[src/rtl/ypc_pkg.sv]
// Shared constants, FSM state type and helpers for the PC sequencer.
// Optional jr support is enabled with the Y_PC_JR_EN macro.
package ypc_pkg;

  localparam logic [5:0] OP_RTYPE = 6'h00;
  localparam logic [5:0] OP_J     = 6'h02;
  localparam logic [5:0] OP_BEQ   = 6'h04;
  localparam logic [5:0] FUNCT_JR = 6'h08;

  localparam logic [31:0] SYSCALL_WORD = 32'h0000000C;

  typedef enum logic {
    S_RUN,
    S_HALT
  } state_t;

  // Increment that sticks at all-ones instead of wrapping.
  function automatic logic [31:0] sat_inc(input logic [31:0] v);
    return (&v) ? v : v + 32'd1;
  endfunction

endpackage

[src/rtl/y_next_pc.sv]
// Combinational next-PC selection: jr (optional), j, taken beq, else pc+4.
// Optional jr support is enabled with the Y_PC_JR_EN macro.
module y_next_pc
  import ypc_pkg::*;
(
`ifdef Y_PC_JR_EN
  input  logic [31:0] rd1,
`endif
  input  logic [31:0] pc,
  input  logic [31:0] ins,
  input  logic [31:0] imm,
  input  logic [25:0] jTarget,
  input  logic        zero,
  output logic [31:0] next_pc,
  output logic [31:0] pcp4
);

  logic [5:0] op;
  logic [5:0] funct;
  logic       unused_bits;

  assign op    = ins[31:26];
  assign funct = ins[5:0];

  assign unused_bits = ^{ins[25:6], imm[31:30], funct};

  // Priority select of the next sequential/branch/jump target.
  always_comb begin
    pcp4    = pc + 32'd4;
    next_pc = pcp4;
`ifdef Y_PC_JR_EN
    if (op == OP_RTYPE && funct == FUNCT_JR) begin
      next_pc = rd1;
    end else
`endif
    if (op == OP_J) begin
      next_pc = {pcp4[31:28], jTarget, 2'b00};
    end else if (op == OP_BEQ && zero) begin
      next_pc = pcp4 + {imm[29:0], 2'b00};
    end
  end

endmodule

[src/rtl/y_pc_seq.sv]
// PC register, RUN/HALT sequencer and retired-instruction counter.
// Optional jr support (rd1 input, err output) via the Y_PC_JR_EN macro.
module y_pc_seq
  import ypc_pkg::*;
#(
  parameter logic [31:0] ENTRY   = 32'd128,
  parameter logic [31:0] MAX_INS = 32'd0
) (
  input  logic        clk,
  input  logic        rst,
  input  logic        en,
  input  logic        resume,
  input  logic [31:0] ins,
  input  logic [31:0] imm,
  input  logic [25:0] jTarget,
  input  logic        zero,
`ifdef Y_PC_JR_EN
  input  logic [31:0] rd1,
  output logic [0:0]  err,
`endif
  output logic [31:0] pc,
  output logic [31:0] pcp4,
  output logic        halt,
  output logic [31:0] icount
);

  state_t      state;
  state_t      state_nx;
  logic [31:0] pc_nx;
  logic [31:0] cnt_nx;
  logic [31:0] cnt_inc;
  logic [31:0] next_pc;
  logic        is_sys;
  logic        bad_jr;
  logic        budget_hit;
  logic        err_q;
  logic        err_nx;

  y_next_pc u_next (
`ifdef Y_PC_JR_EN
    .rd1     (rd1),
`endif
    .pc      (pc),
    .ins     (ins),
    .imm     (imm),
    .jTarget (jTarget),
    .zero    (zero),
    .next_pc (next_pc),
    .pcp4    (pcp4)
  );

  assign is_sys  = (ins == SYSCALL_WORD);
  assign cnt_inc = sat_inc(icount);

  // A budget halt keeps re-triggering on every later retirement.
  assign budget_hit = (MAX_INS != 32'd0) && (cnt_inc >= MAX_INS);

`ifdef Y_PC_JR_EN
  assign bad_jr = (ins[31:26] == OP_RTYPE) && (ins[5:0] == FUNCT_JR) && (rd1[1:0] != 2'b00);
  assign err    = err_q;
`else
  assign bad_jr = 1'b0;
`endif

  assign halt = (state == S_HALT);

  // State, PC, counter and error registers.
  always_ff @(posedge clk or posedge rst) begin
    if (rst) begin
      state  <= S_RUN;
      pc     <= ENTRY;
      icount <= 32'd0;
      err_q  <= 1'b0;
    end else begin
      state  <= state_nx;
      pc     <= pc_nx;
      icount <= cnt_nx;
      err_q  <= err_nx;
    end
  end

  // RUN/HALT transitions; nothing moves while en is low.
  always_comb begin
    state_nx = state;
    if (en) begin
      unique case (state)
        S_RUN: begin
          if (is_sys || bad_jr || budget_hit) begin
            state_nx = S_HALT;
          end
        end
        S_HALT: begin
          if (resume) begin
            state_nx = S_RUN;
          end
        end
      endcase
    end
  end

  // Register updates implied by the current state and inputs.
  always_comb begin
    pc_nx  = pc;
    cnt_nx = icount;
    err_nx = err_q;
    if (en) begin
      unique case (state)
        S_RUN: begin
          if (bad_jr) begin
            err_nx = 1'b1;
          end else begin
            cnt_nx = cnt_inc;
            if (!is_sys) begin
              pc_nx = next_pc;
            end
          end
        end
        S_HALT: begin
          if (resume) begin
            pc_nx  = pcp4;
            err_nx = 1'b0;
          end
        end
      endcase
    end
  end

endmodule
[config.mk]
export PLATFORM = sky130hd
export DESIGN_NAME = y_pc_seq
export DESIGN_NICKNAME = d
export VERILOG_FILES = /design/src/rtl/ypc_pkg.sv /design/src/rtl/y_next_pc.sv /design/src/rtl/y_pc_seq.sv
export SDC_FILE = /design/constraint.sdc
export NUM_CORES = 1
export LEC_CHECK = 0
export ABC_AREA = 1
export BUFFER_PORTS_ARGS = -buffer_cell sky130_fd_sc_hd__buf_2
export CORE_MARGIN = 2
export CORE_UTILIZATION = 51
export CTS_CLUSTER_SIZE = 25
export DETAILED_ROUTE_END_ITERATION = 8
export GPL_TIMING_DRIVEN = 1
export PLACE_DENSITY_LB_ADDON = 0.12
export SETUP_SLACK_MARGIN = 0.15
export SYNTH_ARGS = -nofsm -noshare
export SYNTH_HDL_FRONTEND = slang
export SYNTH_SLANG_ARGS = --single-unit
export TNS_END_PERCENT = 10
[constraint.sdc]
create_clock -name clk -period 8.6 [get_ports clk]
set_input_delay 1.72 -clock clk [delete_from_list [all_inputs] [get_ports clk]]
set_output_delay 1.72 -clock clk [all_outputs]
set_load 0.01 [all_outputs]
==> results.txt <==
From synthesis to final layout, the design area changed by 21.4%. The tool flagged a number of max-cap violations equal to 0. Yosys mapped a number of flops with a built-in enable equal to 0. Summed over all cells, the static leakage comes to 4.32 nW. The later-pin clock latency in the skew report is 0.34 ns, and the normalized max-slew margin is 36.9%.

In the final layout, the share of cells above drive strength 1 is 18.7%. Of all cell types, the one taking the most synthesized area is sky130_fd_sc_hd__dfrtp_1. Counting every instance in the synthesized netlist gives 1035.

The depth of the CTS H-tree was 3. For the placement row count, the log shows 41. The tools report the number of clock sinks as 63. Clock tree synthesis inserted a total of 9 buffers. Number of routed nets with antenna violations: 0. The part of the power in the clock network was 24.4%; the number of warning messages in the yosys log was 0. Registers are responsible for 25.1% of the overall power. Along the worst path, the maximum fanout reaches 6. For the count of instances resized after the clock tree is built, the log shows 0.

In the post-synthesis netlist, the cell with the most instances is sky130_fd_sc_hd__nand2_1. The run gives 7516 as the number of vias after detailed routing. The critical path is of the register to output pin type.

Net switching is 45.2% of the power. STA classifies the critical path endpoint as an output pin. Clock-pin slew was measured on the worst setup and hold paths at 0.06 ns. For the number of pins with negative max-slew slack in the final report, the log shows 0. The netlist uses 44 different library cells. After clock tree synthesis, the flow added hold-fix buffers numbering 0. The part of the total power dissipated in combinational logic is 50.5%. TritonCTS built the clock tree. By area the synthesized netlist is led by sky130_fd_sc_hd__dfrtp_1 24%, sky130_fd_sc_hd__nand2_1 18%, sky130_fd_sc_hd__nor2_1 7.8%. The portion of the clock cycle consumed by the worst path in the final layout is 52.3%, and the worst supply voltage drop on vdd is 156 uV. The most used flip-flop cell after synthesis is sky130_fd_sc_hd__dfrtp_1. Total number of nets in the final design: 1348. The routability congestion estimate from global placement came out at 0.963. The first global-routing pass estimated 34300 um of wire. The floorplan step defined a die boundary enclosing 0.0136 sq mm. The power density over cell area is 224 mW/mm^2, and the post-placement setup slack is 4.16 ns. The first detailed-routing pass took 6 iterations. The final count of negative-setup-slack endpoints is 0, and the height of the chip is 117 um.

The number of register bits inferred by synthesis works out to 63. For the required time reported for the critical path endpoint, the log shows 6.88 ns. The flow ran to the end, and the final reports show no timing, DRC or antenna violations. The run gives 2 as the clock tree buffer depth. 192 I/O pins were placed.

Clock tree synthesis selected as its root buffer the cell sky130_fd_sc_hd__clkbuf_16. The post-detailed-route wirelength per cell was 16.0 um; the cell total after placement was 1376. The worst path in the final design needs a cycle of 4.50 ns, including I/O delays and setup.

For the final routed database, the setup TNS stands at 0 ns. STA classifies the critical path startpoint as a register. The number of setup buffers added after CTS is 0. The core region is 0.0125 sq mm. Data arrives at the worst endpoint at 2.78 ns. Cells fill 62.7% of the core in the end. The final setup skew came out at 0.00346 ns. The horizontal die dimension works out to 117 um. Using the TritonRoute via totals, the vias-per-cell ratio works out to 5.40. For the pin with the worst max-slew slack, the measured transition is 0.944 ns.

In this run the mean area of a mapped cell was 6.24 sq um. Timing would allow up to 222 MHz. Of all flip-flops after synthesis, the portion carrying an async set or reset was 100%.

For the final-report hold violation count, the log shows 0. Setup repair after global routing left no endpoint under its margin. The initial antenna violation count was 0. In this run the power spent charging and discharging nets is 0.793 mW.

The sum of overflow across all layers after global routing was 0. For this run, the total global-route usage over all layers was measured as 32.9%. The number of antenna diodes in the final layout is 0.

In this run, the number of DRC markers left after iteration 0 of detailed routing was 748. Detailed placement ended at an HPWL of 17700 um. In this run the tool buffered the top-level ports with 185 buffer cells. Design internal power: 0.962 mW.

The tools report the number of global-route vias before repair as 6847. The worst hold path belongs to the class register to register. The filler cells instantiated in the layout total 1239.

Summed over all layers, the routed wires come to 22300 um. Setup slack closes at 4.10 ns. Of the post-synthesis cell area, the dominant cell type holds 24.0%. The logs give 51.6% for the starting utilization of the core area and 0 for the post-route DRC violation count. By count the netlist is led by 315 x sky130_fd_sc_hd__nand2_1, 135 x sky130_fd_sc_hd__nor2_1, 114 x sky130_fd_sc_hd__inv_1. Sequential elements use 24.4% of the synthesized area.

Summing every instance area after synthesis gives 0.00646 sq mm. The tools report the largest net degree at the start of global routing as 64. Once layout is complete, the cells apart from fillers number 1392.
## cell families (layout without fill, tap and decap cells)
| group | after synthesis | in the layout | share of synthesized area [%] |
|---|---|---|---|
| AO/OA/AOI/OAI | 102 | 102 | 9.24 |
| XOR/XNOR | 53 | 53 | 7.18 |
| adder cells (fa/ha/maj) | 38 | 38 | 7.47 |
| buffers and inverters | 139 | 321 | 8.89 |
| flip-flops | 63 | 63 | 24.4 |
| other | 1 | 4 | 0.0580 |
| AND/OR/NAND/NOR | 639 | 639 | 42.7 |
## worst max-delay path, cell delays in order, from the launching register on
cell and delay (ns):
sky130_fd_sc_hd__dfrtp_1 0.42, sky130_fd_sc_hd__ha_1 0.32, sky130_fd_sc_hd__nand2_1 0.11, sky130_fd_sc_hd__nor2_1 0.31, sky130_fd_sc_hd__nand2_1 0.27, sky130_fd_sc_hd__nor2_1 0.41
sky130_fd_sc_hd__xor2_1 0.39, sky130_fd_sc_hd__buf_2 0.21
## through the flow
stage	cell area, sq um	hold slack (ns)	total power [mW]
finish	7850	0.519	1.75
global placement	7500	0.505	1.31
global route	7850	0.551	1.89
floorplan	6470	0.539	1.02
CTS	7850	0.518	1.74
detailed placement	7500	0.507	1.31
## flip-flops by register name, summed over array words and instances (netlist names)
register	cells
icount	32
halt	1
pc	30
## metal layers
| layer | wire [um] | global-route usage (%) | up-vias |
|---|---|---|---|
| met1 | 9230 | 41.6 | 3426 |
| met5 | 0 | 0 | - |
| li1 | - | - | 3714 |
| met4 | 847 | 14.6 | 0 |
| met2 | 10600 | 56.0 | 311 |
| met3 | 1580 | 4.51 | 65 |
## placed cells by master, fill, tap and decap left out, types with 2 or more instances in the layout
master                      instances
sky130_fd_sc_hd__and2_1             2
sky130_fd_sc_hd__buf_4              2
sky130_fd_sc_hd__conb_1             4
sky130_fd_sc_hd__bufinv_16          3
sky130_fd_sc_hd__xnor2_1           20
sky130_fd_sc_hd__nor2_2             5
sky130_fd_sc_hd__clkinv_2           2
sky130_fd_sc_hd__nand2_2            5
sky130_fd_sc_hd__nand3_1           82
sky130_fd_sc_hd__inv_2              5
sky130_fd_sc_hd__nor2_1           135
sky130_fd_sc_hd__nor3_1            44
sky130_fd_sc_hd__nand2_1          315
sky130_fd_sc_hd__buf_2            185
sky130_fd_sc_hd__clkbuf_16          9
sky130_fd_sc_hd__nand4_1           25
sky130_fd_sc_hd__inv_1            113
sky130_fd_sc_hd__nand3b_1           5
sky130_fd_sc_hd__o22ai_1            4
sky130_fd_sc_hd__o21bai_1          10
sky130_fd_sc_hd__nor4_1             7
sky130_fd_sc_hd__a21oi_1           39
sky130_fd_sc_hd__xor2_1            33
sky130_fd_sc_hd__dfrtp_1           62
sky130_fd_sc_hd__o31ai_1            3
sky130_fd_sc_hd__a21o_1             7
sky130_fd_sc_hd__ha_1              37
sky130_fd_sc_hd__o21ai_0           26
sky130_fd_sc_hd__o211ai_1           9
sky130_fd_sc_hd__a31oi_1            2
sky130_fd_sc_hd__or2_2              4
## power by group through the flow
stage	Sequential, mW	Combinational [mW]	Clock (mW)
floorplan	0.450	0.568	0
global placement	0.441	0.865	0
detailed placement	0.440	0.870	0
CTS	0.438	0.877	0.430
global route	0.450	0.998	0.443
finish	0.441	0.886	0.428
## path summary, 6_finish.rpt
path / startpoint / endpoint / slack, ns / cells after the start
min reg2reg: icount[9]$_DFFE_PP0P_ / icount[9]$_DFFE_PP0P_ / 0.52 / 1
min: icount[9]$_DFFE_PP0P_ / icount[9]$_DFFE_PP0P_ / 0.52 / 1
min in group asynchronous: rst / icount[15]$_DFFE_PP0P_ / 1.61 / 3
max in group asynchronous: rst / pc[4]$_DFFE_PP0P_ / 6.44 / 3
max reg2reg: pc[2]$_DFFE_PP0P_ / pc[23]$_DFFE_PP0P_ / 4.43 / 15
max: pc[2]$_DFFE_PP0P_ / pcp4[14] / 4.10 / 7
## final cells by class
cell class              instances  area [sq um]  area share [%]
repair buffers                187           941            12.0
clock buffers                  10           239            3.05
clock inverters                 6           108            1.37
multi-input cells             836          4320            55.1
flip-flops and latches         63          1580            20.1
well taps                     172           215            2.74
inverters                     118           443            5.65
Note: power is estimated with default switching activity, not from simulation.
